## src/rtl/serial_subtractor.sv

```systemverilog
// Bit-serial subtractor: computes a - b - borrow_in one bit per clock, LSB first.
// Optional signed-overflow output ovf_out is enabled by defining SERIAL_SUB_OVF_EN.
module serial_subtractor #(
   parameter int WIDTH = 8
) (
   input  logic             clk,
   input  logic             rst,
   input  logic             start,
   input  logic [WIDTH-1:0] a_in,
   input  logic [WIDTH-1:0] b_in,
   input  logic             borrow_in,
   output logic             busy,
   output logic             done,
   output logic [WIDTH-1:0] diff_out,
   output logic             borrow_out
`ifdef SERIAL_SUB_OVF_EN
   ,output logic            ovf_out
`endif
);

   localparam int CW = $clog2(WIDTH);

   typedef enum logic [1:0] {
      IDLE = 2'd0,
      RUN  = 2'd1,
      DONE = 2'd2
   } state_t;

   state_t           state_q;
   logic [CW-1:0]    cnt_q;
   logic [WIDTH-1:0] a_q;
   logic [WIDTH-1:0] b_q;
   logic [WIDTH-1:0] res_q;
   logic             bw_q;
   logic             busy_q;
   logic             done_q;
   logic [WIDTH-1:0] diff_q;
   logic             bout_q;
`ifdef SERIAL_SUB_OVF_EN
   logic             ovf_q;
`endif

   logic             d_bit_d;
   logic             bw_d;
   logic [WIDTH-1:0] res_d;
   logic             last_step;
   logic             accept;

   // NOTE: every always_comb output gets a value on every path, so no latches are inferred.
   always_comb begin
      d_bit_d   = a_q[0] ^ b_q[0] ^ bw_q;
      bw_d      = (~a_q[0] & b_q[0]) | (~(a_q[0] ^ b_q[0]) & bw_q);
      res_d     = {d_bit_d, res_q[WIDTH-1:1]};
      last_step = (cnt_q == CW'(WIDTH - 1));
      accept    = start && (state_q != RUN);
   end

   // NOTE: operand and shift registers are not reset; they are always reloaded or
   // fully overwritten before their contents reach an output.
   always_ff @(posedge clk) begin
      if (rst) begin
         state_q <= IDLE;
         cnt_q   <= '0;
         bw_q    <= 1'b0;
         busy_q  <= 1'b0;
         done_q  <= 1'b0;
         diff_q  <= '0;
         bout_q  <= 1'b0;
`ifdef SERIAL_SUB_OVF_EN
         ovf_q   <= 1'b0;
`endif
      end else begin
         case (state_q)
            IDLE, DONE: begin
               done_q  <= 1'b0;
               busy_q  <= 1'b0;
               state_q <= IDLE;
               if (accept) begin
                  a_q     <= a_in;
                  b_q     <= b_in;
                  bw_q    <= borrow_in;
                  cnt_q   <= '0;
                  busy_q  <= 1'b1;
                  state_q <= RUN;
               end
            end
            RUN: begin
               a_q   <= a_q >> 1;
               b_q   <= b_q >> 1;
               bw_q  <= bw_d;
               res_q <= res_d;
               cnt_q <= cnt_q + CW'(1);
               if (last_step) begin
                  state_q <= DONE;
                  busy_q  <= 1'b0;
                  done_q  <= 1'b1;
                  diff_q  <= res_d;
                  bout_q  <= bw_d;
`ifdef SERIAL_SUB_OVF_EN
                  // borrow into the sign bit differs from borrow out of it on signed overflow
                  ovf_q   <= bw_q ^ bw_d;
`endif
               end
            end
            default: begin
               state_q <= IDLE;
               busy_q  <= 1'b0;
               done_q  <= 1'b0;
            end
         endcase
      end
   end

   assign busy       = busy_q;
   assign done       = done_q;
   assign diff_out   = diff_q;
   assign borrow_out = bout_q;
`ifdef SERIAL_SUB_OVF_EN
   assign ovf_out    = ovf_q;
`endif

endmodule

```

## config.mk

```make
export PLATFORM = sky130hd
export DESIGN_NAME = serial_subtractor
export DESIGN_NICKNAME = d
export VERILOG_FILES = /design/src/rtl/serial_subtractor.sv
export SDC_FILE = /design/constraint.sdc
export NUM_CORES = 1
export LEC_CHECK = 0
export CAP_MARGIN = 30
export CORE_MARGIN = 2
export CORE_UTILIZATION = 54
export DETAILED_ROUTE_END_ITERATION = 8
export PLACE_DENSITY_LB_ADDON = 0.25
export SLEW_MARGIN = 10
export SYNTH_ARGS = -nofsm -noshare
export SYNTH_HDL_FRONTEND = slang
export SYNTH_SLANG_ARGS = --single-unit
```

## constraint.sdc

```tcl
create_clock -name clk -period 3.9 [get_ports clk]
set_clock_uncertainty 0.1 [all_clocks]
set_input_delay 0.585 -clock clk [delete_from_list [all_inputs] [get_ports clk]]
set_output_delay 0.585 -clock clk [all_outputs]
set_load 0.01 [all_outputs]
```

# Yosys cells after proc, flatten, opt, wreduce, memory -nomap -nowiden
# Index checks and enable logic that the tools add are counted.
# word_totals
elab_cells	49
out_inout_bits	11
ff_bits	41
# classes
bitwise	9
add_sub_neg	1
n_mux	14
reduce_logical	9
n_eq_ne	6
# op_table
cell	count
case mux 8 bit (2 select lines)	2
two-way mux 8 bit	2
case mux 3 bit (2 select lines)	1
AND reduction 2 bit	3
two-way mux 1 bit	4
inequality test 2 bit, second input constant	2
NOT 1 bit	4
case mux 1 bit (2 select lines)	2
case mux 2 bit (2 select lines)	1
OR reduction 2 bit	2
adder 3 x 1 -> 3 bit, second input constant	1
equality test 3 bit, second input constant	1
two-way mux 3 bit	1
AND reduction 3 bit	1
AND 1 bit	2
equality test 2 x 1 -> 1 bit, second input constant	1
equality test 2 bit, second input constant	1
zero test 2 bit	1
two-way mux 2 bit	1
inequality test 2 x 1 -> 1 bit, second input constant	1
nonzero test 2 bit	1
XOR 1 bit	2
logical AND 1 bit	1
bitwise OR 1 bit	1

# Longest topological paths before layout
# Gate-level depths: netlist (run 1).
# depth
ltp_word	5
ltp_mapped	6
depth_no_buf	5

# Worst setup path after synthesis (run 1)
# Ideal clock, no wire load.
# synth_path
path_kind	input port to flip-flop
startpoint	input rst
endpoint	register a_q[0], enable pin
slack_ns	1.641
path_buffers	2
required_ns	3.406
arrival_time_ns	1.765
cell_stages	3
path_cell_list	buf_2 clkbuf_1 a21oi_1
# synth_via
elab_chain_cells	2
# synth_lines
element	line_no	rtl
from (decl)	7	input logic rst,
NOT 1 bit (no source line)	--	
AND reduction 3 bit (no source line)	--	
to (signal assigned)	79	a_q <= a_in;
to (signal assigned)	88	a_q <= a_q >> 1;
to (decl)	31	logic [WIDTH-1:0] a_q;
# No other way between the ends.
# A chain may end at the register's enable or synchronous reset.

# Worst setup path after layout (run 1)
# layout_path
startpoint	input rst
endpoint	register res_q[6], enable pin
# layout_via
elab_chain_cells	2
# layout_lines
element	line_no	rtl
NOT 1 bit (no source line)	--	
AND reduction 2 bit (no source line)	--	
to (signal assigned)	91	res_q <= res_d;
to (decl)	33	logic [WIDTH-1:0] res_q;
# No other way between the ends.

==> reports/qor.yml, run 1 <==
grt_pass1_vias: 1077
muxShareOfSynthArea_pct: 0
clockPowerShare_pct: 25.9
numClockSinks: 40
p_per_area_mw_per_mm2: 388
setup_tns_ns: 0
first_iter_violations: 38
fin_area_sq_mm: 0.00192
post-route-drc-count: 0
setup_viol: 0
synthXorXnorAreaFrac_pct: 0
initial_core_util_pct: 57.0
worstMarginPinSlew_ns: 0.883
synth-seq-cells: 40
r2r_start: "state_q[0]"
layout.cells.most_common_list: "nand2_1 (60), clkdlybuf4s50_1 (30), edfxtp_1 (23)"
yosys.area_share.simple_pct: 20.6
cts_buffer_depth: 2
place_area_sq_mm: 0.00187
gr-usage-all-layers_pct: 18.4
fmax_ghz: 0.478
antenna_found_initial: 0
drt-vias-per-instance: 5.19
peakVddDrop_uv: 307
design.die.area_sq_mm: 0.00336
slew_viol_final: 0
post_cts_buffers: 0
cts_tree: "done"
io_buffers: 30
fp-row-count: 19
wl_um: 2860
post_layout_nonfiller_instances: 212
cp_cell_sequence: "clkdlybuf4s50_1 -> nor2_1"
ant_nets: 0
required_ns: 3.77
maxCapViolCount: 0
synth_cell_types: 21
detailed_place_hpwl_um: 2020
total_power_mw: 0.746
final_net_count: 203
p_sw_share_pct: 22.8
synth_top_family_by_area: "simple AND/OR/NAND/NOR gates"
synth_compound_area_share_pct: 6.76
post-route-period-util_pct: 53.6
path_buf_inv: 1
syn_nets: 173
p_comb_share_pct: 10.0
vias: 1100
slew_headroom_pct: 41.2
power.leakage_nw: 0.733
crit_path_top_delay_cell: "clkdlybuf4s50_1"
rsz0062_at_grt: "false"
grt_max_degree: 25
numCtsBuffers: 5
avgSynthCellArea_sq_um: 10.5
synth-adder-area-share_pct: 2.86
cp-start-kind: "input port"
grt_pass1_wl_um: 4530
p_int_mw: 0.576
cp-end-kind: "register"
crit_arrival_ns: 1.96
ctsHoldBuffers: 0
die_h_um: 58.0
critPathLaunch: "rst"
syn-instance-count: 150
fp.dieW_um: 58.0
final_common_cell: "nand2_1"
fp.coreArea_sq_mm: 0.00276
place_congestion: 0.750
netlist_area_sq_mm: 0.00157
min_path_type: "reg -> reg"
cts_root_buf: "clkbuf_4"
gr-total-overflow: 0
drt_first_pass_iters: 4
n_antenna_cell: 0
path_clk_slew_ns: 0.11
syn_to_final_growth_pct: 22.2
h-tree-depth: 2
ctsResizeCount: 0
hp-start: "diff_out[1]"
placed_cells: 204
hold_violations: 0
critical_path_class: "in -> reg"
crit_family: "buffers and inverters"
ys_seq_area_share_pct: 65.6
critPathMaxStageDelay_ns: 0.71
drive_gt1_share_pct: 4.97
power_switching_mw: 0.170
p_seq_share_pct: 64.1
critPathMaxFanout: 17
io_pins: 31
yosys_warnings: 0
worstSkewPairLatency_ns: 0.34
status: "completed"
period_minus_slack_ns: 2.09
post_drt_wl_per_cell_um: 13.5
-- through the flow --
| stage | worst slack (ns) | hold WS, ns | util [%] |
|---|---|---|---|
| global placement | 1.53 | 0.338 | 67.6 |
| detailed placement | 1.44 | 0.345 | 67.9 |
| finish | 1.81 | 0.364 | 69.7 |
| floorplan | 1.64 | 0.326 | - |
| global route | 1.64 | 0.374 | 69.7 |
| CTS | 1.80 | 0.362 | 69.7 |
-- worst paths after layout --
check                                    to  slack (ns)  cells after the start
worst min register to register  diff_out[1]        0.36                      2
worst max register to register     res_q[6]        1.82                      2
worst min-delay path            diff_out[1]        0.36                      2
worst max-delay path               res_q[6]        1.81                      2
-- metal layers --
metal	track usage (%)	vias up	routed length [um]
met2	31.8	23	1500
met5	0	-	0
met4	7.97	0	17
met1	20.9	521	1230
li1	-	554	-
met3	6.03	2	113
-- registers in the layout (all words and copies together) (netlist names) --
signal and cells:
cnt_q 3, bw_q 1, state_q 2, b_q 8
a_q 8, busy 1, res_q 7, borrow_out 1
diff_out 8, done 1
-- logic make-up after synthesis --
kind of cell / Yosys count
buf+inv: 12
compound gates: 18
simple gates: 77
flops: 40
fa+ha+maj: 3
-- cell usage after synthesis, drive strengths merged --
cell | number | share of area (%)
fa | 1 | 1.3
a211oi | 1 | 0.80
nand3b | 2 | 0.95
clkbuf | 1 | 0.24
nand2 | 60 | 14
and2 | 3 | 1.2
dfxtp | 17 | 22
o22a | 1 | 0.56
nand2b | 3 | 1.2
nand3 | 4 | 1.3
edfxtp | 23 | 44
nor2b | 1 | 0.40
nor2 | 3 | 0.72
ha | 2 | 1.6
a21oi | 14 | 4.5
inv | 3 | 0.72
o21a | 2 | 0.95
buf | 8 | 3.3
and3b | 1 | 0.56
-- final cells by class --
type	instances	area, sq um
sequential	40	1030
fill	209	836
multi-input combinational	98	475
timing repair buffer	32	315
clock buffer	7	45.0
tap	31	38.8
inverter	3	11.3
clock inverter	1	5.00
-- power by group through the flow --
stage	logic [mW]	registers, mW	clock network, mW
final	0.0749	0.478	0.193
after detailed placement	0.0754	0.488	0
after global routing	0.0838	0.480	0.212
after global placement	0.0702	0.486	0
after floorplan	0.0458	0.486	0
after CTS	0.0760	0.478	0.200
Note: power is estimated with default switching activity, not from simulation.
==> run 2, diff against run 1 <==
--- a/config.mk
+++ b/config.mk
@@ -7,7 +7,7 @@
 export LEC_CHECK = 0
 export CAP_MARGIN = 30
 export CORE_MARGIN = 2
-export CORE_UTILIZATION = 54
+export CORE_UTILIZATION = 50
 export DETAILED_ROUTE_END_ITERATION = 8
 export PLACE_DENSITY_LB_ADDON = 0.25
 export SLEW_MARGIN = 10
==> constraint.sdc (replaced) <==
create_clock -name clk -period 2.2 [get_ports clk]
set_clock_uncertainty 0.1 [all_clocks]
set_input_delay 0.33 -clock clk [delete_from_list [all_inputs] [get_ports clk]]
set_output_delay 0.33 -clock clk [all_outputs]
set_load 0.01 [all_outputs]
==> reports/qor.yml, run 2 (synthesis results as in run 1) <==
critical_path_class: "reg -> out"  # was in -> reg
cts_tree: "done"  # unchanged
total_power_mw: 1.44  # was 0.746 mW
post-route-drc-count: 0  # unchanged
fp.dieW_um: 60.1  # was 58.0 um
final_net_count: 206  # was 203
ctsHoldBuffers: 0  # unchanged
grt_pass1_vias: 929  # was 1077
crit_path_top_delay_cell: "clkdlybuf4s50_1"  # unchanged
cp-start-kind: "register"  # was input port
final_common_cell: "nand2_1"  # unchanged
hp-start: "diff_out[4]"  # was diff_out[1]
r2r_start: "cnt_q[0]"  # was state_q[0]
crit_family: "buffers and inverters"  # unchanged
status: "completed"  # unchanged
critPathMaxFanout: 2  # was 17
vias: 1068  # was 1100
peakVddDrop_uv: 432  # was 307 uV
required_ns: 1.77  # was 3.77 ns
worstSkewPairLatency_ns: 0.33  # was 0.34 ns
hold_violations: 0  # unchanged
ctsResizeCount: 0  # unchanged
numClockSinks: 40  # unchanged
period_minus_slack_ns: 1.65
maxCapViolCount: 0  # unchanged
critPathMaxStageDelay_ns: 0.53  # was 0.71 ns
gr-usage-all-layers_pct: 15.5  # was 18.4%
place_area_sq_mm: 0.00191  # was 0.00187 sq mm
post_drt_wl_per_cell_um: 10.7  # was 13.5 um
fin_area_sq_mm: 0.00199  # was 0.00192 sq mm
syn_to_final_growth_pct: 26.3  # was 22.2%
setup_tns_ns: 0  # unchanged
cp_cell_sequence: "clkdlybuf4s50_1"  # was clkdlybuf4s50_1 -> nor2_1
fp.coreArea_sq_mm: 0.00303  # was 0.00276 sq mm
layout.cells.most_common_list: "nand2_1 (60), clkdlybuf4s50_1 (30), edfxtp_1 (23)"  # unchanged
place_congestion: 0.751  # was 0.750
wl_um: 2450  # was 2860 um
path_clk_slew_ns: 0.12  # was 0.11 ns
io_pins: 31  # unchanged
slew_headroom_pct: 77.1  # was 41.2%
cp-end-kind: "primary output"  # was register
detailed_place_hpwl_um: 1800  # was 2020 um
min_path_type: "reg -> reg"  # unchanged
design.die.area_sq_mm: 0.00361  # was 0.00336 sq mm
power.leakage_nw: 0.760  # was 0.733 nW
grt_max_degree: 23  # was 25
cts_buffer_depth: 2  # unchanged
worstMarginPinSlew_ns: 0.344  # was 0.883 ns
ant_nets: 0  # unchanged
fmax_ghz: 0.608
grt_pass1_wl_um: 3950  # was 4530 um
cts_root_buf: "clkbuf_4"  # unchanged
post-route-period-util_pct: 74.8
numCtsBuffers: 5  # unchanged
critPathLaunch: "diff_out[6]"  # was rst
p_per_area_mw_per_mm2: 726  # was 388 mW/mm^2
antenna_found_initial: 0  # unchanged
initial_core_util_pct: 51.9  # was 57.0%
rsz0062_at_grt: "false"  # unchanged
drt-vias-per-instance: 4.68  # was 5.19
path_buf_inv: 1  # unchanged
crit_arrival_ns: 1.22  # was 1.96 ns
die_h_um: 60.1  # was 58.0 um
first_iter_violations: 39  # was 38
n_antenna_cell: 0  # unchanged
h-tree-depth: 2  # unchanged
setup_viol: 0  # unchanged
drive_gt1_share_pct: 7.07  # was 4.97%
gr-total-overflow: 0  # unchanged
drt_first_pass_iters: 4  # unchanged
fp-row-count: 20  # was 19
post_cts_buffers: 0  # unchanged
slew_viol_final: 0  # unchanged
io_buffers: 30  # unchanged
-- run 2: report_power, final --
part	switching (mW)	internal [mW]	leakage, nW	total [mW]
combinational	0.0659	0.0659	0.364	0.132
sequential	0.0126	0.834	0.354	0.846
clock	0.226	0.238	0.0422	0.465
-- run 2: layer usage --
layer / vias to the layer above / GRT usage, % / part of all wire, %
met2: 24 / 24.8 / 49
met3: 2 / 6.93 / 5.2
met5: - / 0 / 0
met1: 484 / 18.0 / 46
met4: 0 / 6.67 / 0.41
li1: 558 / - / -
-- run 2: worst min-delay path: stages (launching register included) --
cell and delay (ns):
dfxtp_1 0.33, nand2_1 0.05, a21oi_1 0.05
-- run 2: cell type report --
type                            count  area [sq um]
Fill cell                         236          1040
Sequential cell                    40          1030
Multi-Input combinational cell     98           475
Timing Repair Buffer               35           338
Tap cell                           44          55.1
Clock buffer                        6          41.3
Clock inverter                      2          35.0
Inverter                            3          11.3
-- run 2: through the flow --
stage / std cells / utilization [%] / hold WS, ns / setup WS (ns)
2_1_floorplan: 150 / - / 0.326 / 0.141
3_3_place_gp: 220 / 63.1 / 0.339 / 0.400
3_5_place_dp: 220 / 63.1 / 0.345 / 0.374
4_1_cts: 228 / 65.6 / 0.362 / 0.527
5_1_grt: 228 / 65.6 / 0.387 / 0.446
6_report: 228 / 65.6 / 0.362 / 0.554
-- run 2: worst paths after layout --
check | to | slack (ns) | depth (start not counted)
max | diff_out[6] | 0.55 | 1
min | diff_out[4] | 0.36 | 2
max reg2reg | borrow_out | 0.59 | 5
min reg2reg | diff_out[4] | 0.36 | 2
